===== src/rtl/ad5592r_pkg.sv =====
// Shared constants and types for the AD5592R SPI responder: command addresses,
// soft-reset key, frame width and the result state encoding.
package ad5592r_pkg;

  localparam int FRAME_W   = 16;
  localparam int NUM_SLOTS = 9;   // ADC channels 0..7 plus the temperature slot
  localparam int TEMP_SLOT = 8;

  localparam logic [3:0] ADDR_SEQ    = 4'h2;
  localparam logic [3:0] ADDR_GPCTRL = 4'h3;
  localparam logic [3:0] ADDR_ADCCFG = 4'h4;
  localparam logic [3:0] ADDR_RESET  = 4'hF;

  localparam logic [10:0] SOFT_RESET_KEY = 11'h5AC;

  typedef enum logic [1:0] {
    ST_IDLE,
    ST_CONVERT,
    ST_READY,
    ST_DONE
  } res_state_e;

endpackage


===== src/rtl/ad5592r_spi_responder_if.sv =====
// Serial link of the AD5592R responder: frame select, command data in, result data out.
interface ad5592r_spi_responder_if;

  logic SYNC1;
  logic SDI1;
  logic SDO1;

  modport master (output SYNC1, output SDI1, input SDO1);
  modport slave  (input SYNC1, input SDI1, output SDO1);

endinterface


===== src/rtl/ad5592r_seq_pointer.sv =====
// Combinational search for the next enabled sequence slot; wrap_o reports that no
// higher slot exists and next_o then holds the lowest enabled slot.
module ad5592r_seq_pointer
  import ad5592r_pkg::*;
(
  input  logic [NUM_SLOTS-1:0] en_i,
  input  logic [3:0]           cur_i,
  input  logic                 from_start_i,
  output logic [3:0]           next_o,
  output logic                 any_o,
  output logic                 wrap_o
);

  logic [3:0] first_idx;

  // NOTE: every output gets a default before the search so no path infers a latch.
  always_comb begin
    first_idx = '0;
    next_o    = '0;
    wrap_o    = 1'b1;
    for (int i = NUM_SLOTS - 1; i >= 0; i--) begin
      if (en_i[i]) first_idx = 4'(i);
      if (en_i[i] && (from_start_i || (4'(i) > cur_i))) begin
        next_o = 4'(i);
        wrap_o = 1'b0;
      end
    end
    if (wrap_o) next_o = first_idx;
    any_o = |en_i;
  end

endmodule


===== src/rtl/ad5592r_spi_responder.sv =====
// AD5592R SPI slave stand-in: decodes command frames and streams ADC sequence results.
// Define AD5592R_RESPONDER_TEMP_EN to enable the temperature slot (sequence word bit 8).
module ad5592r_spi_responder
  import ad5592r_pkg::*;
#(
  parameter int          CONV_LATENCY = 9,
  parameter logic [11:0] TEMP_CODE    = 12'h3A0
) (
  input  logic                   SCLK,
  input  logic                   RESET,
  ad5592r_spi_responder_if.slave spi,
  input  logic [95:0]            ADC_SAMPLE_IN,
  output logic [7:0]             CFG_ADC_PINS,
  output logic [7:0]             SEQ_CH,
  output logic                   SEQ_REP,
  output logic [10:0]            GP_CTRL,
  output logic                   DAC_WR_VALID,
  output logic [2:0]             DAC_WR_CH,
  output logic [11:0]            DAC_WR_DATA,
  output logic [7:0]             FRAME_ERR_CNT
);

  logic [4:0]  bit_cnt_q, bit_cnt_d;
  logic [15:0] rx_shift_q, rx_shift_d;
  logic [15:0] tx_shift_q, tx_shift_d;
  res_state_e  state_q, state_d;
  logic [3:0]  ptr_q, ptr_d;
  logic [7:0]  lat_q, lat_d;
  logic [7:0]  cfg_q, cfg_d;
  logic [7:0]  seq_ch_q, seq_ch_d;
  logic        seq_rep_q, seq_rep_d;
  logic        seq_temp_q, seq_temp_d;
  logic [10:0] gp_q, gp_d;
  logic        dac_valid_q, dac_valid_d;
  logic [2:0]  dac_ch_q, dac_ch_d;
  logic [11:0] dac_data_q, dac_data_d;
  logic [7:0]  err_q, err_d;

  logic [15:0]          word;
  logic [3:0]           addr;
  logic                 commit, abort, seq_wr, temp_bit;
  logic [NUM_SLOTS-1:0] new_mask, cur_mask;
  logic [3:0]           ptr_next;
  logic                 ptr_any, ptr_wrap;
  logic [15:0]          pending;
  logic [7:0][11:0]     samples;

  assign samples = ADC_SAMPLE_IN;
  assign word    = {rx_shift_q[14:0], spi.SDI1};
  assign addr    = word[14:11];
  assign commit  = !spi.SYNC1 && (bit_cnt_q == 5'(FRAME_W - 1));
  assign abort   = spi.SYNC1 && (bit_cnt_q != '0) && (bit_cnt_q < 5'(FRAME_W));
  assign seq_wr  = commit && !word[15] && (addr == ADDR_SEQ);

`ifdef AD5592R_RESPONDER_TEMP_EN
  assign temp_bit = word[8];
`else
  assign temp_bit = 1'b0;
`endif

  assign new_mask = {temp_bit, word[7:0]};
  assign cur_mask = {seq_temp_q, seq_ch_q};

  // A sequence write searches its new mask from slot 0; otherwise advance past ptr_q.
  ad5592r_seq_pointer u_seq_pointer (
    .en_i         (seq_wr ? new_mask : cur_mask),
    .cur_i        (ptr_q),
    .from_start_i (seq_wr),
    .next_o       (ptr_next),
    .any_o        (ptr_any),
    .wrap_o       (ptr_wrap)
  );

  always_comb begin
    pending = '0;
    if (state_q == ST_READY) begin
      if (ptr_q == 4'(TEMP_SLOT)) pending = {4'b1000, TEMP_CODE};
      else                        pending = {1'b0, ptr_q[2:0], samples[ptr_q[2:0]]};
    end
  end

  always_comb begin
    bit_cnt_d   = bit_cnt_q;
    rx_shift_d  = rx_shift_q;
    tx_shift_d  = tx_shift_q;
    state_d     = state_q;
    ptr_d       = ptr_q;
    lat_d       = lat_q;
    cfg_d       = cfg_q;
    seq_ch_d    = seq_ch_q;
    seq_rep_d   = seq_rep_q;
    seq_temp_d  = seq_temp_q;
    gp_d        = gp_q;
    dac_valid_d = 1'b0;
    dac_ch_d    = dac_ch_q;
    dac_data_d  = dac_data_q;
    err_d       = err_q;

    if (!spi.SYNC1) begin
      tx_shift_d = {tx_shift_q[14:0], 1'b0};
      if (bit_cnt_q < 5'(FRAME_W)) begin
        rx_shift_d = word;
        bit_cnt_d  = bit_cnt_q + 5'd1;
      end
    end else begin
      tx_shift_d = pending;
      bit_cnt_d  = '0;
      if (abort && (err_q != 8'hFF)) err_d = err_q + 8'd1;
    end

    case (state_q)
      ST_CONVERT: begin
        lat_d = (lat_q == '0) ? '0 : lat_q - 8'd1;
        if (lat_q <= 8'd1) state_d = ST_READY;
      end
      ST_READY: begin
        if (commit) begin
          if (!ptr_wrap || seq_rep_q) ptr_d   = ptr_next;
          else                        state_d = ST_DONE;
        end
      end
      default: ;
    endcase

    // Command decode comes last so a sequence write overrides the advance above.
    if (commit) begin
      if (word[15]) begin
        dac_ch_d    = word[14:12];
        dac_data_d  = word[11:0];
        dac_valid_d = 1'b1;
      end else begin
        case (addr)
          ADDR_ADCCFG: cfg_d = word[7:0];
          ADDR_GPCTRL: gp_d  = word[10:0];
          ADDR_SEQ: begin
            seq_rep_d  = word[9];
            seq_ch_d   = word[7:0];
            seq_temp_d = temp_bit;
            ptr_d      = ptr_next;
            lat_d      = 8'(CONV_LATENCY);
            state_d    = ptr_any ? ST_CONVERT : ST_IDLE;
          end
          ADDR_RESET: begin
            // bit_cnt stays saturated so trailing bits of this frame remain ignored.
            if (word[10:0] == SOFT_RESET_KEY) begin
              rx_shift_d = '0;
              tx_shift_d = '0;
              state_d    = ST_IDLE;
              ptr_d      = '0;
              lat_d      = '0;
              cfg_d      = '0;
              seq_ch_d   = '0;
              seq_rep_d  = 1'b0;
              seq_temp_d = 1'b0;
              gp_d       = '0;
              dac_ch_d   = '0;
              dac_data_d = '0;
            end
          end
          default: ;
        endcase
      end
    end
  end

  // NOTE: state registers use non-blocking assignments so every flop samples pre-edge values.
  always_ff @(posedge SCLK) begin
    if (RESET) begin
      bit_cnt_q   <= '0;
      rx_shift_q  <= '0;
      tx_shift_q  <= '0;
      state_q     <= ST_IDLE;
      ptr_q       <= '0;
      lat_q       <= '0;
      cfg_q       <= '0;
      seq_ch_q    <= '0;
      seq_rep_q   <= 1'b0;
      seq_temp_q  <= 1'b0;
      gp_q        <= '0;
      dac_valid_q <= 1'b0;
      dac_ch_q    <= '0;
      dac_data_q  <= '0;
      err_q       <= '0;
    end else begin
      bit_cnt_q   <= bit_cnt_d;
      rx_shift_q  <= rx_shift_d;
      tx_shift_q  <= tx_shift_d;
      state_q     <= state_d;
      ptr_q       <= ptr_d;
      lat_q       <= lat_d;
      cfg_q       <= cfg_d;
      seq_ch_q    <= seq_ch_d;
      seq_rep_q   <= seq_rep_d;
      seq_temp_q  <= seq_temp_d;
      gp_q        <= gp_d;
      dac_valid_q <= dac_valid_d;
      dac_ch_q    <= dac_ch_d;
      dac_data_q  <= dac_data_d;
      err_q       <= err_d;
    end
  end

  assign spi.SDO1      = tx_shift_q[15];
  assign CFG_ADC_PINS  = cfg_q;
  assign SEQ_CH        = seq_ch_q;
  assign SEQ_REP       = seq_rep_q;
  assign GP_CTRL       = gp_q;
  assign DAC_WR_VALID  = dac_valid_q;
  assign DAC_WR_CH     = dac_ch_q;
  assign DAC_WR_DATA   = dac_data_q;
  assign FRAME_ERR_CNT = err_q;

endmodule


===== src/flat_wrapper.sv =====
// flat-port wrapper written by rule: the top's interface ports become plain ports
module ad5592r_spi_responder_flat import ad5592r_pkg::*;
#(
  parameter int          CONV_LATENCY = 9,
  parameter logic [11:0] TEMP_CODE    = 12'h3A0
)
  (SCLK, RESET, ADC_SAMPLE_IN, CFG_ADC_PINS, SEQ_CH, SEQ_REP, GP_CTRL, DAC_WR_VALID, DAC_WR_CH, DAC_WR_DATA, FRAME_ERR_CNT, spi_SYNC1, spi_SDI1, spi_SDO1);
  ad5592r_spi_responder_if spi_i ();
  input  logic SCLK;
  input  logic RESET;
  input  logic [95:0] ADC_SAMPLE_IN;
  output logic [7:0] CFG_ADC_PINS;
  output logic [7:0] SEQ_CH;
  output logic SEQ_REP;
  output logic [10:0] GP_CTRL;
  output logic DAC_WR_VALID;
  output logic [2:0] DAC_WR_CH;
  output logic [11:0] DAC_WR_DATA;
  output logic [7:0] FRAME_ERR_CNT;
  input wire logic [$bits(spi_i.SYNC1)-1:0] spi_SYNC1;
  input wire logic [$bits(spi_i.SDI1)-1:0] spi_SDI1;
  output wire logic [$bits(spi_i.SDO1)-1:0] spi_SDO1;
  assign spi_i.SYNC1 = spi_SYNC1;
  assign spi_i.SDI1 = spi_SDI1;
  assign spi_SDO1 = spi_i.SDO1;
  ad5592r_spi_responder #(.CONV_LATENCY(CONV_LATENCY), .TEMP_CODE(TEMP_CODE)) u_core (.SCLK(SCLK), .RESET(RESET), .spi(spi_i), .ADC_SAMPLE_IN(ADC_SAMPLE_IN), .CFG_ADC_PINS(CFG_ADC_PINS), .SEQ_CH(SEQ_CH), .SEQ_REP(SEQ_REP), .GP_CTRL(GP_CTRL), .DAC_WR_VALID(DAC_WR_VALID), .DAC_WR_CH(DAC_WR_CH), .DAC_WR_DATA(DAC_WR_DATA), .FRAME_ERR_CNT(FRAME_ERR_CNT));
endmodule

===== config.mk =====
export PLATFORM = sky130hd
export DESIGN_NAME = ad5592r_spi_responder_flat
export DESIGN_NICKNAME = d
export VERILOG_FILES = /design/src/rtl/ad5592r_pkg.sv /design/src/rtl/ad5592r_spi_responder_if.sv /design/src/rtl/ad5592r_seq_pointer.sv /design/src/rtl/ad5592r_spi_responder.sv /design/src/flat_wrapper.sv
export SDC_FILE = /design/constraint.sdc
export NUM_CORES = 1
export LEC_CHECK = 0
export CAP_MARGIN = 20
export CORE_MARGIN = 3
export CORE_UTILIZATION = 51
export DETAILED_ROUTE_END_ITERATION = 12
export GPL_TIMING_DRIVEN = 0
export PLACE_DENSITY = 0.86
export SYNTH_ARGS = -nofsm -noshare
export SYNTH_HDL_FRONTEND = slang
export SYNTH_SLANG_ARGS = --single-unit

===== constraint.sdc =====
create_clock -name SCLK -period 3.45 [get_ports SCLK]
set_input_delay 0.69 -clock SCLK [delete_from_list [all_inputs] [get_ports SCLK]]
set_output_delay 0.69 -clock SCLK [all_outputs]
set_load 0.05 [all_outputs]

### Yosys cells after proc, flatten, opt, wreduce, memory -nomap -nowiden

Index checks and enable logic that the tools add are counted.

* register bits: 104

* equality and inequality tests: 11
* reductions and logical operators: 43
* $lt $le $gt $ge: 12
* add/sub/neg operators: 3
* mux-type cells: 81
* bitwise logic cells: 2

Operators with widths (number)
* 2-to-1 mux 16 bit: 13
* 2-to-1 mux 4 bit: 25
* 2-to-1 mux 12 bit: 4
* 2-to-1 mux 8 bit: 6
* one-hot mux 8 bit (2 select lines): 3
* binary-select mux 12 bit (select 3 bit): 1
* one-hot mux 11 bit (2 select lines): 1
* > comparator 3 x 4 -> 1 bit, first input constant: 4
* logical AND 1 bit: 15
* 2-to-1 mux 1 bit: 12
* 2-to-1 mux 2 bit: 6
* AND reduction 4 bit: 3
* equality test 11 bit, second input constant: 1
* 2-to-1 mux 11 bit: 1
* logical OR 1 bit: 10
* nonzero test 2 bit: 5
* 2-to-1 mux 3 bit: 3
* 2-to-1 mux 9 bit: 1
* OR reduction 9 bit: 1
* adder 8 x 1 -> 8 bit, second input constant: 1
* equality test 4 x 2 -> 1 bit, second input constant: 2
* equality test 4 bit, second input constant: 2
* > comparator 1 x 4 -> 1 bit, first input constant: 2
* > comparator 2 x 4 -> 1 bit, first input constant: 2
* 22 further kinds: 28

### Depth between registers and ports, before layout

Gate-level depths: netlist of run 1.

* depth in word-level cells: 24
* mapped depth: 10
* depth with buffers taken out: 9

### Hierarchy

Synthesis of run 1 repeated with hierarchy kept, for this count alone.

* cells, all modules: 574
* area total of the unflattened synthesis: 5343.9 µm²

Modules (own cells, without submodules)
* ad5592r_spi_responder: cells an instance 508, instances 1, area an instance 4931.0 µm²
* ad5592r_seq_pointer: cells an instance 66, instances 1, area an instance 412.9 µm²

### Worst setup path before layout of run 1

OpenSTA, ideal clock, no wires.

* path type: reg-to-reg
* start point: reg u_core.bit_cnt_q[0]
* end point: reg u_core.ptr_q[0]
* period minus slack after synthesis: 2.298 ns
* path slack: 1.152 ns
* arrival: 2.181 ns
* buffers on the path: 0
* data required time: 3.333 ns
* stages on the path, launching flop included: 10
* cell sequence: dfxtp_1 > ha_1 > and3_1 > ha_1 > or3b_1 > o22ai_2 > and4b_4 > a21oi_4 > o21ai_2 > a32o_1

* cells in the longest elaborated chain, start to end: 24
* elaborated cells on any way between the ends: 58

Ends and longest elaborated chain
* start: declaration: line ad5592r_spi_responder.sv:23 `logic [4:0] bit_cnt_q, bit_cnt_d;`
* start signal: assignment: line ad5592r_spi_responder.sv:185 `bit_cnt_q <= bit_cnt_d;`
* equality test 5 x 4 -> 1 bit *: line ad5592r_spi_responder.sv:51 `assign commit = !spi.SYNC1 && (bit_cnt_q == 5'(FRAME_W - 1));`
* logical AND 1 bit *: line ad5592r_spi_responder.sv:51
* logical AND 1 bit (2 in series): line ad5592r_spi_responder.sv:53 `assign seq_wr = commit && !word[15] && (addr == ADDR_SEQ);`
* 2-to-1 mux 9 bit or logical OR 1 bit (tied branches): line ad5592r_spi_responder.sv:66, ad5592r_seq_pointer.sv:23
* logical AND 1 bit: line ad5592r_seq_pointer.sv:23 `if (en_i[i] && (from_start_i || (4'(i) > cur_i))) begin`
* 2-to-1 mux 1 bit (9 in series): line ad5592r_seq_pointer.sv:23
* zero test 1 bit: line ad5592r_spi_responder.sv:118 `if (!ptr_wrap || seq_rep_q) ptr_d = ptr_next;`
* logical OR 1 bit: line ad5592r_spi_responder.sv:118
* 2-to-1 mux 4 bit: line ad5592r_spi_responder.sv:118
* 2-to-1 mux 4 bit: line ad5592r_spi_responder.sv:117 `if (commit) begin`
* 2-to-1 mux 4 bit: line ad5592r_spi_responder.sv:111 `case (state_q)`
* 2-to-1 mux 4 bit: line ad5592r_spi_responder.sv:145 `if (word[10:0] == SOFT_RESET_KEY) begin`
* one-hot mux 4 bit (2 select lines): line ad5592r_spi_responder.sv:132 `case (addr)`
* 2-to-1 mux 4 bit: line ad5592r_spi_responder.sv:127 `if (word[15]) begin`
* 2-to-1 mux 4 bit *: line ad5592r_spi_responder.sv:126 `if (commit) begin`
* end signal: assignment: line ad5592r_spi_responder.sv:189 `ptr_q <= ptr_d;`
* end: declaration: line ad5592r_spi_responder.sv:27 `logic [3:0] ptr_q, ptr_d;`

Mark *: on every way between the ends. The rest lies on a longest branch, timed or not.
A chain may end at the register's enable or synchronous reset.

### Worst setup path in the final report of run 1

* start point: reg u_core.bit_cnt_q[4]
* end point: reg u_core.lat_q[1]

* cells in the longest elaborated chain, start to end: 3

Ends and longest elaborated chain
* equality test 5 x 4 -> 1 bit: line ad5592r_spi_responder.sv:51
* logical AND 1 bit: line ad5592r_spi_responder.sv:51
* 2-to-1 mux 8 bit: line ad5592r_spi_responder.sv:126
* end signal: assignment: line ad5592r_spi_responder.sv:190 `lat_q <= lat_d;`
* end: declaration: line ad5592r_spi_responder.sv:28 `logic [7:0] lat_q, lat_d;`

No other way between the ends.

==> results of run 1 <==
## cells in the final DEF, fill, tap and decap left out, drive strengths merged, types with 4 or more instances in the layout
cell,instances
nand4,8
a21oi,44
buf,19
xor2,9
mux2i,14
dfxtp,102
a211oi,12
a221oi,8
a22oi,26
clkbuf,35
clkdlybuf4s50,149
nor2,76
ha,9
nor2b,13
nand3,9
xnor2,7
nor3,7
or2,6
a22o,15
nand2,53
and4,5
and3,8
o21ai,8
mux4,16
a31oi,4
nor4,4
o2bb2ai,7
inv,18
## kinds of logic after synthesis
group,synth area share
mux,0.0972
buf+inv,0.0481
xor+xnor,0.0272
flops,0.396
compound gates,0.212
simple gates,0.197
fa+ha+maj,0.0219
## flip-flops by register name, indices dropped and copies added, names as in the netlist
signal                flops
u_core.CFG_ADC_PINS       8
u_core.DAC_WR_CH          3
u_core.DAC_WR_DATA       12
u_core.DAC_WR_VALID       1
u_core.FRAME_ERR_CNT      8
u_core.GP_CTRL           11
u_core.SEQ_CH             8
u_core.SEQ_REP            1
u_core.bit_cnt_q          5
u_core.lat_q              8
u_core.ptr_q              4
u_core.rx_shift_q        15
u_core.state_q            2
u_core.tx_shift_q        16
## how the worst max path moves through the flow
stage                                                end  slack [ns]  cells past startpoint
after floorplan               u_core.ptr_q[0]$_SDFF_PP0_        1.15                      9
after global placement        u_core.ptr_q[0]$_SDFF_PP0_        0.94                      9
after detailed placement      u_core.lat_q[1]$_SDFF_PP0_        0.89                      8
after CTS                 u_core.GP_CTRL[6]$_SDFFE_PP0P_        0.87                      9
after global routing          u_core.ptr_q[0]$_SDFF_PP0_        0.63                      9
final                         u_core.lat_q[1]$_SDFF_PP0_        0.83                      8
## cell type report
class,count,area [um2],area share
buffer,45,199,0.0284
clock buffer,9,124,0.0177
clock inverter,7,61.3,0.00877
inverter,13,48.8,0.00698
multi-input combinational,407,2860,0.409
sequential,102,2040,0.292
tap,133,166,0.0238
timing repair buffer,149,1490,0.213
## routing by layer
layer / routed length [um] / up-vias / global-route usage
met5: 0 / - / 0
li1: - / 2387 / -
met2: 7590 / 228 / 0.477
met4: 462 / 0 / 0.114
met3: 996 / 41 / 0.0516
met1: 5960 / 2369 / 0.310
## power groups by stage
| stage | Combinational [W] | Clock [W] | Sequential, W |
|---|---|---|---|
| after global placement | 0.000229 | 0 | 0.00122 |
| after CTS | 0.000235 | 0.000729 | 0.00119 |
| after detailed placement | 0.000234 | 0 | 0.00122 |
| final | 0.000237 | 0.000729 | 0.00119 |
| after floorplan | 0.0000910 | 0 | 0.00122 |
| after global routing | 0.000253 | 0.000787 | 0.00119 |
## metrics by stage
stage,setup WS (ns),power (W),hold slack [ns]
final,0.826,0.00215,0.458
after global routing,0.628,0.00223,0.478
after CTS,0.874,0.00215,0.457
after detailed placement,0.892,0.00145,0.448
after global placement,0.942,0.00144,0.434
after floorplan,1.15,0.00131,0.426
## worst min-delay path, delay by kind of cell, from the launching register on
family	cells	cell delay (ns)
AOI/OAI and AO/OA	1	0.06
DFF	1	0.31
and+or+nand+nor	1	0.06
==> out/qor.yml, run 1 <==
cells_and_area:
  drive_gt1_frac: 0.101
  nets: 836
  final_area_um2: 6990
  fillCellCount: 783
  n_antenna_cell: 0
  final_util: 0.712
  finalNonFillerCells: 865
  area_delta_synth_final_pct: 35.8
worst_setup_path:
  r2r_start: "u_core.bit_cnt_q[4]$_SDFFE_PP0N_"
  max_stage_delay_ns: 0.51
  crit_type: "register to register"
  setup.worst_path.start: "u_core.bit_cnt_q[4]$_SDFFE_PP0N_"
  r2r_cells: 8
  crit_chain: "clkbuf_1, inv_1, ha_1, or3b_1, nor2_4, a211oi_2, nand2_1, a211oi_1"
  worstSetupStartpointType: "register"
  critPathBufInv: 2
  endpoint_kind: "register"
  crit_fanout: 8
  rr_endpoint: "u_core.lat_q[1]$_SDFF_PP0_"
  crit_slowest_cell: "a211oi_2"
  r2r_setup_slack_ns: 0.83
  worstPathArrival_ns: 2.90
  cpLargestDelayFamily: "compound AO/OA/AOI/OAI gates"
  required_ns: 3.73
power_and_ir_drop:
  combPwrFrac: 0.110
  seqPwrFrac: 0.552
  p_int_w: 0.00161
  switchingPower_w: 0.000549
  p_clk_frac: 0.338
  p_per_area_nw_per_um2: 308
  leakage_nw: 2.40
  max-vdd-ir-drop_mv: 0.251
  swShare: 0.255
sta:
  final-hold-violation-count: 0
  setup_viol: 0
  tightest_slew_ns: 0.623
  fin_tns_setup_ns: 0
  fin_crit_ns: 2.62
  max_clock_freq_mhz: 381
  slew_viol_final: 0
  fin_crit_sh: 0.761
  max-slew-margin-rel: 0.583
  rsz0062_at_grt: "false"
  fin_worst_skew_ns: 0.0136
route:
  drt_iter0_drc: 288
  drcViolationCount: 0
  ant_nets: 0
  wl_per_cell_um: 17.3
  first_pass_iters: 5
  vias_per_cell: 5.81
  vias: 5025
  drt_wl_total_um: 15000
global_routing:
  grt_antenna_before_repair: 0
  grt_util_all_layers: 0.267
  grt-ovfl-total: 0
  grt_pass1_wl_um: 24600
  grt_max_degree: 20
  grt_pass1_vias: 5254
place:
  dp_hpwl_um: 11500
  numPortBuffers: 149
  dp_cells: 849
  gp_congestion: 0.873
  place_area_um2: 6810
min_path:
  min_from: "u_core.tx_shift_q[13]$_SDFF_PP0_"
  whs_path_depth: 2
  holdCritPathClass: "register to register"
  worstHoldEndpoint: "u_core.tx_shift_q[14]$_SDFF_PP0_"
clock_tree:
  cts-resized-gates: 0
  clock-sinks: 102
  post_cts_buffers: 0
  htreeDepth: 3
  numCtsBuffers: 9
  cts_max_path_buffers: 2
  cts_tree: "built"
  hold_buffers: 0
  clk_root_buffer_cell: "clkbuf_8"
  path_clk_slew_ns: 0.11
  clk_latency_ns: 0.37
floorplanning:
  fp.coreArea_um2: 9820
  rows: 36
  ios: 153
  dieWidth_um: 107
  fp.dieH_um: 107
  initial_utilization: 0.525
  die_area_um2: 11300
logic_synthesis:
  synth_edf_count: 0
  ys_top_cells_by_area: "dfxtp_1, mux4_2, nor2_1, a21oi_1, a22oi_1"
  ys_ff_latch: 102
  synth.distinct_cells: 68
  synth.avg_cell_area_um2: 9.08
  synth_top_area_share: 0.396
  ys_warn_count: 0
  async_reset_ff_frac: 0
  syn_nets: 676
  yosysMostFrequentCell: "dfxtp_1"
  synth_cells: 567
  yosys-top-cells-count: "dfxtp_1, nor2_1, nand2_1, a21oi_1"
  netlist_area_um2: 5150
  ys.flop_type: "dfxtp_1"
  yosysTopAreaCell: "dfxtp_1"
  yosysSeqAreaShare: 0.396
job:
  drv_cap: 0
status:
  status: "complete, no violations"
(Power assumes the default switching activity.)
==> run 2, diff against run 1 <==
--- a/config.mk
+++ b/config.mk
@@ -7,10 +7,10 @@
 export LEC_CHECK = 0
 export CAP_MARGIN = 20
 export CORE_MARGIN = 3
-export CORE_UTILIZATION = 51
+export CORE_UTILIZATION = 43
 export DETAILED_ROUTE_END_ITERATION = 12
 export GPL_TIMING_DRIVEN = 0
-export PLACE_DENSITY = 0.86
+export PLACE_DENSITY = 0.77
 export SYNTH_ARGS = -nofsm -noshare
 export SYNTH_HDL_FRONTEND = slang
 export SYNTH_SLANG_ARGS = --single-unit
==> constraint.sdc (replaced) <==
create_clock -name SCLK -period 2.2 [get_ports SCLK]
set_input_delay 0.44 -clock SCLK [delete_from_list [all_inputs] [get_ports SCLK]]
set_output_delay 0.44 -clock SCLK [all_outputs]
set_load 0.05 [all_outputs]
==> out/qor.yml, run 2 (same netlist as run 1, synthesis figures left out) <==
worst_setup_path:
  worstSetupStartpointType: "register"
  required_ns: 2.44  # -1.29 ns
  worst-path-stages: 9  # +1
  cpLargestDelayFamily: "simple AND/OR/NAND/NOR gates"
  setup.worst_path.start: "u_core.bit_cnt_q[0]$_SDFFE_PP0N_"
  max_stage_delay_ns: 0.42  # -0.09 ns
  crit_chain: "ha_4, and3_4, ha_4, or3b_4, o22ai_4, and4b_4, a21oi_4, o21ai_4, a32o_1"
  r2r_cells: 9  # +1
  r2r_start: "u_core.bit_cnt_q[0]$_SDFFE_PP0N_"
  endpoint_kind: "register"
  crit_slowest_cell: "or3b_4"
  worstPathArrival_ns: 2.53  # -0.37 ns
  crit_fanout: 4  # -4
  critPathBufInv: 0  # -2
  r2r_setup_slack_ns: -0.09  # -0.92 ns
  crit_end: "u_core.ptr_q[1]$_SDFF_PP0_"
  rr_endpoint: "u_core.ptr_q[1]$_SDFF_PP0_"
  crit_type: "register to register"
  path_common_cell: "ha_4"
cells_and_area:
  drive_gt1_frac: 0.141  # +0.0396
  top_register: "u_core.tx_shift_q"
  n_antenna_cell: 0  # unchanged
  final_util: 0.630  # -0.0822
  area_delta_synth_final_pct: 41.5
  final_area_um2: 7290  # +4.2%
  nets: 843  # +0.84%
  fillCellCount: 931  # +19%
  final_common_cell: "clkdlybuf4s50_1"
  final_cell_mix: "clkdlybuf4s50_1, dfxtp_1, nor2_1"
  largest_reg_flops: 16  # unchanged
floorplanning:
  dieWidth_um: 115  # +8.4%
  fp.dieH_um: 115  # +8.4%
  initial_utilization: 0.445  # -0.0792
  rows: 39  # +8.3%
  ios: 153  # unchanged
  fp.coreArea_um2: 11600  # +18%
  die_area_um2: 13300  # +18%
route:
  vias: 5133  # +2.1%
  drt_iter0_drc: 423  # +47%
  first_pass_iters: 7  # +2
  wl_per_cell_um: 17.8  # +2.5%
  ant_nets: 0  # unchanged
  drcViolationCount: 0  # unchanged
  vias_per_cell: 5.82  # +0.18%
  drt_wl_total_um: 15700  # +4.5%
power_and_ir_drop:
  max-vdd-ir-drop_mv: 0.415  # +65%
  leakage_nw: 2.59  # +7.8%
  p_per_area_nw_per_um2: 524  # +70%
sta:
  slew_viol_final: 0  # unchanged
  final-hold-violation-count: 0  # unchanged
  layout_setup_ws_ns: -0.0896  # -0.915 ns
  tightest_slew_ns: 0.689  # +0.0656 ns
  fin_worst_skew_ns: 0.00789  # -0.00568 ns
  rsz0062_at_grt: "true"
  fin_crit_ns: 2.29  # -0.335 ns
  fin_crit_sh: 1.04  # +0.280
  setup_viol: 5  # +5
  max-slew-margin-rel: 0.541  # -0.0419
  max_clock_freq_mhz: 437  # +15%
status:
  violations: "setup timing"
  status: "complete, but fails checks"
place:
  place_area_um2: 6830  # +0.29%
  numPortBuffers: 149  # unchanged
  gp_congestion: 0.865  # -0.96%
  dp_hpwl_um: 11700  # +1.6%
clock_tree:
  clk_root_buffer_cell: "clkbuf_16"
  hold_buffers: 0  # unchanged
  clk_latency_ns: 0.35  # -0.02 ns
  cts_tree: "built"
  clock-sinks: 102  # unchanged
  path_clk_slew_ns: 0.07  # -0.04 ns
  numCtsBuffers: 9  # unchanged
  cts_max_path_buffers: 2  # unchanged
  htreeDepth: 3  # unchanged
job:
  drv_cap: 0  # unchanged
global_routing:
  grt_pass1_vias: 5171  # -1.6%
  grt_pass1_wl_um: 24900  # +1.1%
  grt_antenna_before_repair: 0  # unchanged
  grt_max_degree: 21  # +5.0%
  grt-ovfl-total: 0  # unchanged
  grt_util_all_layers: 0.234  # -0.0331
min_path:
  holdCritPathClass: "input pin to register"
-- run 2: changes by cell type in the layout (fill, tap and decap cells not counted), moves of 3 or more --
cell	previous run	this run
buf_4	4	18
clkbuf_1	26	19
clkbuf_16	0	9
clkbuf_2	0	4
clkbuf_8	9	0
clkdlybuf4s50_1	149	146
dfxtp_1	102	97
dfxtp_2	0	5
dlymetal6s2s_1	0	3
-- run 2: metrics by stage --
stage                     worst slack (ns)  TNS [ns]  power [W]  instances  hold slack, ns
after floorplan                   -0.00380   -0.0114    0.00206        567           0.426
after detailed placement            -0.459    -18.40    0.00228        859           0.445
after global placement              -0.438    -16.60    0.00227        859           0.430
after global routing                -0.142    -0.600    0.00394        882           0.455
final                              -0.0896    -0.367    0.00382        882           0.454
after CTS                          -0.0705    -0.293    0.00384        881           0.440
-- run 2: where the power goes --
part	switching [W]	internal [W]	total, W
clock network	0.000766	0.000806	0.00157
logic	0.000150	0.000229	0.000378
registers	0.0000111	0.00186	0.00187
total	0.000927	0.00289	0.00382
-- run 2: per-layer routing --
metal / GRT usage / routed length [um] / up-vias
met1: 0.280 / 6260 / 2392
met3: 0.0574 / 1380 / 38
met2: 0.402 / 7610 / 288
met4: 0.0955 / 433 / 0
li1: - / - / 2415
met5: 0 / 0 / -
-- run 2: cell type report --
type                            instances  area (um2)  area share
Timing Repair Buffer                  161        1590       0.218
Tap cell                              143         179      0.0246
Buffer                                 40         190      0.0261
Inverter                               13        48.8     0.00670
Sequential cell                       102        2050       0.281
Clock inverter                          7        70.1     0.00962
Clock buffer                            9         225      0.0309
Multi-Input combinational cell        407        2940       0.403
-- run 2: timing repair --
item | CTS | global route
endpoints found under the setup margin | 76 | 76
pin swaps | 2 | 3
setup buffers | 9 | 3
gates resized for setup | 7 | 23
-- run 2: how the worst min path moves through the flow --
| stage | cells past startpoint | from | slack (ns) | to |
|---|---|---|---|---|
| after detailed placement | 2 | u_core.tx_shift_q[14]$_SDFF_PP0_ | 0.44 | u_core.tx_shift_q[15]$_SDFF_PP0_ |
| final | 3 | spi_SYNC1 | 0.45 | u_core.tx_shift_q[12]$_SDFF_PP0_ |
| after floorplan | 2 | u_core.tx_shift_q[14]$_SDFF_PP0_ | 0.43 | u_core.tx_shift_q[15]$_SDFF_PP0_ |
| after global placement | 2 | u_core.tx_shift_q[11]$_SDFF_PP0_ | 0.43 | u_core.tx_shift_q[12]$_SDFF_PP0_ |
| after CTS | 3 | spi_SYNC1 | 0.44 | u_core.tx_shift_q[13]$_SDFF_PP0_ |
| after global routing | 3 | spi_SYNC1 | 0.45 | u_core.tx_shift_q[13]$_SDFF_PP0_ |
-- run 2: worst reg2reg max path: cells and delay by family, from the launching register on --
kind | cells | cell delay, ns
DFF | 1 | 0.36
AOI/OAI and AO/OA | 4 | 0.69
adders and majority gates | 2 | 0.30
and+or+nand+nor | 3 | 0.85
==> run 3, diff against run 2 <==
--- a/config.mk
+++ b/config.mk
@@ -11,6 +11,7 @@
 export DETAILED_ROUTE_END_ITERATION = 12
 export GPL_TIMING_DRIVEN = 0
 export PLACE_DENSITY = 0.77
+export SKIP_CTS_REPAIR_TIMING = 1
 export SYNTH_ARGS = -nofsm -noshare
 export SYNTH_HDL_FRONTEND = slang
 export SYNTH_SLANG_ARGS = --single-unit
==> out/qor.yml, run 3 (same netlist as run 1, synthesis figures left out) <==
route:
  drt_wl_total_um: 15900  # +1.5%
  first_pass_iters: 6  # -1
  ant_nets: 0  # unchanged
  drt_iter0_drc: 462  # +9.2%
  vias: 5177  # +0.86%
  drcViolationCount: 0  # unchanged
  wl_per_cell_um: 18.0  # +1.4%
  vias_per_cell: 5.86  # +0.74%
clock_tree:
  clock-sinks: 102  # unchanged
  clk_latency_ns: 0.35  # about the same
  numCtsBuffers: 9  # unchanged
  htreeDepth: 3  # unchanged
  cts_tree: "built"
  cts_max_path_buffers: 2  # unchanged
  path_clk_slew_ns: 0.07  # about the same
  clk_root_buffer_cell: "clkbuf_16"
worst_setup_path:
  endpoint_kind: "register"
  crit_end: "u_core.ptr_q[2]$_SDFF_PP0_"
  worstPathArrival_ns: 2.58  # +0.05 ns
  r2r_start: "u_core.bit_cnt_q[1]$_SDFFE_PP0N_"
  worstSetupStartpointType: "register"
  crit_type: "register to register"
  r2r_cells: 9  # unchanged
  rr_endpoint: "u_core.ptr_q[2]$_SDFF_PP0_"
  required_ns: 2.44  # about the same
  r2r_setup_slack_ns: -0.14  # -0.05 ns
  crit_fanout: 4  # unchanged
  setup.worst_path.start: "u_core.bit_cnt_q[1]$_SDFFE_PP0N_"
cells_and_area:
  finalNonFillerCells: 883  # +0.11%
  final_cell_mix: "clkdlybuf4s50_1, dfxtp_1, nor2_1"
  area_delta_synth_final_pct: 44.8
  n_antenna_cell: 0  # unchanged
  final_common_cell: "clkdlybuf4s50_1"
  drive_gt1_frac: 0.168  # +0.0268
  largest_reg_flops: 16  # unchanged
  top_register: "u_core.tx_shift_q"
  final_area_um2: 7460  # +2.4%
  nets: 844  # +0.12%
global_routing:
  use_met1: 0.282  # +0.00197
  grt-ovfl-total: 0  # unchanged
  grt_pass1_vias: 5082  # -1.7%
  grt_antenna_before_repair: 0  # unchanged
  grt_pass1_wl_um: 24400  # -1.7%
  gr-max-usage-layer: "met2"
  grt_max_degree: 21  # unchanged
  grt_util_all_layers: 0.230  # -0.00374
  use_met2: 0.392  # -0.00965
  use_met3: 0.0512  # -0.00627
status:
  status: "complete, but fails checks"
  violations: "setup timing"
power_and_ir_drop:
  leakage_nw: 2.62  # +1.2%
  p_per_area_nw_per_um2: 512  # -2.3%
  max-vdd-ir-drop_mv: 0.358  # -14%
sta:
  max-slew-margin-rel: 0.495  # -0.0462
  fin_worst_skew_ns: 0.00854  # +0.000651 ns
  final-hold-violation-count: 0  # unchanged
  setup_viol: 35  # +30
  max_clock_freq_mhz: 428  # -2.1%
  layout_setup_ws_ns: -0.139  # -0.0492 ns
  fin_crit_sh: 1.06  # +0.0224
  tightest_slew_ns: 0.758  # +0.0693 ns
  fin_hold_ws_ns: 0.453  # -0.00134 ns
  fin_crit_ns: 2.34  # +0.0492 ns
  rsz0062_at_grt: "true"
  slew_viol_final: 0  # unchanged
min_path:
  holdCritPathClass: "register to register"
floorplanning:
  initial_utilization: 0.445  # unchanged
  rows: 39  # unchanged
  ios: 153  # unchanged
  dieWidth_um: 115  # unchanged
  die_area_um2: 13300  # unchanged
  fp.dieH_um: 115  # unchanged
  fp.coreArea_um2: 11600  # unchanged
place:
  dp_hpwl_um: 11700  # unchanged
  place_area_um2: 6830  # unchanged
  numPortBuffers: 149  # unchanged
  gp_congestion: 0.865  # unchanged
  dp_cells: 859  # unchanged
job:
  drv_cap: 0  # unchanged
-- run 3: changes by cell type in the layout (fill, tap and decap cells not counted), moves of 3 or more --
cell / change
buf_6: +10
a21oi_1: -7
a21oi_2: +7
buf_4: -6
nor2_4: +4
nor2_1: -3
-- run 3: metrics by stage --
step	setup WS, ns	power [W]	setup TNS (ns)	utilization
floorplan	-0.00380	0.00206	-0.0114	-
global placement	-0.438	0.00227	-16.60	0.591
detailed placement	-0.459	0.00228	-18.40	0.591
CTS	-0.494	0.00384	-19.62	0.616
global route	-0.187	0.00395	-6.14	0.645
finish	-0.139	0.00382	-3.63	0.645
-- run 3: power by group --
part           leakage, nW  internal [W]  switching [W]
sequential           0.825       0.00186      0.0000117
clock                0.144      0.000805       0.000757
combinational         1.65      0.000233       0.000158
total                 2.62       0.00289       0.000926
-- run 3: how the worst min path moves through the flow --
stage                                                start                               end  slack [ns]  cells past startpoint
after CTS                                        spi_SYNC1  u_core.tx_shift_q[13]$_SDFF_PP0_        0.44                      3
final                     u_core.tx_shift_q[14]$_SDFF_PP0_  u_core.tx_shift_q[15]$_SDFF_PP0_        0.45                      2
after detailed placement  u_core.tx_shift_q[14]$_SDFF_PP0_  u_core.tx_shift_q[15]$_SDFF_PP0_        0.44                      2
after floorplan           u_core.tx_shift_q[14]$_SDFF_PP0_  u_core.tx_shift_q[15]$_SDFF_PP0_        0.43                      2
after global routing                             spi_SYNC1  u_core.tx_shift_q[13]$_SDFF_PP0_        0.46                      3
after global placement    u_core.tx_shift_q[11]$_SDFF_PP0_  u_core.tx_shift_q[12]$_SDFF_PP0_        0.43                      2
-- run 3: final cells by class --
class,instances,area [um2]
multi-input combinational,407,3050
buffer,39,214
sequential,102,2050
timing repair buffer,163,1620
inverter,13,48.8
tap,143,179
clock buffer,9,225
clock inverter,7,70.1
fill,907,4100
-- run 3: routing by layer --
| layer | vias up | wire (um) |
|---|---|---|
| li1 | 2414 | - |
| met1 | 2411 | 6270 |
| met2 | 308 | 7680 |
| met3 | 44 | 1530 |
| met4 | 0 | 436 |
| met5 | - | 0 |
-- run 3: critical path: stages (launching register included) --
cell	delay, ns
dfxtp_4	0.37
ha_4	0.13
and3_4	0.19
ha_4	0.16
or3b_4	0.42
o22ai_4	0.20
and4b_4	0.24
a21oi_4	0.18
o21ai_4	0.10
a32o_1	0.25
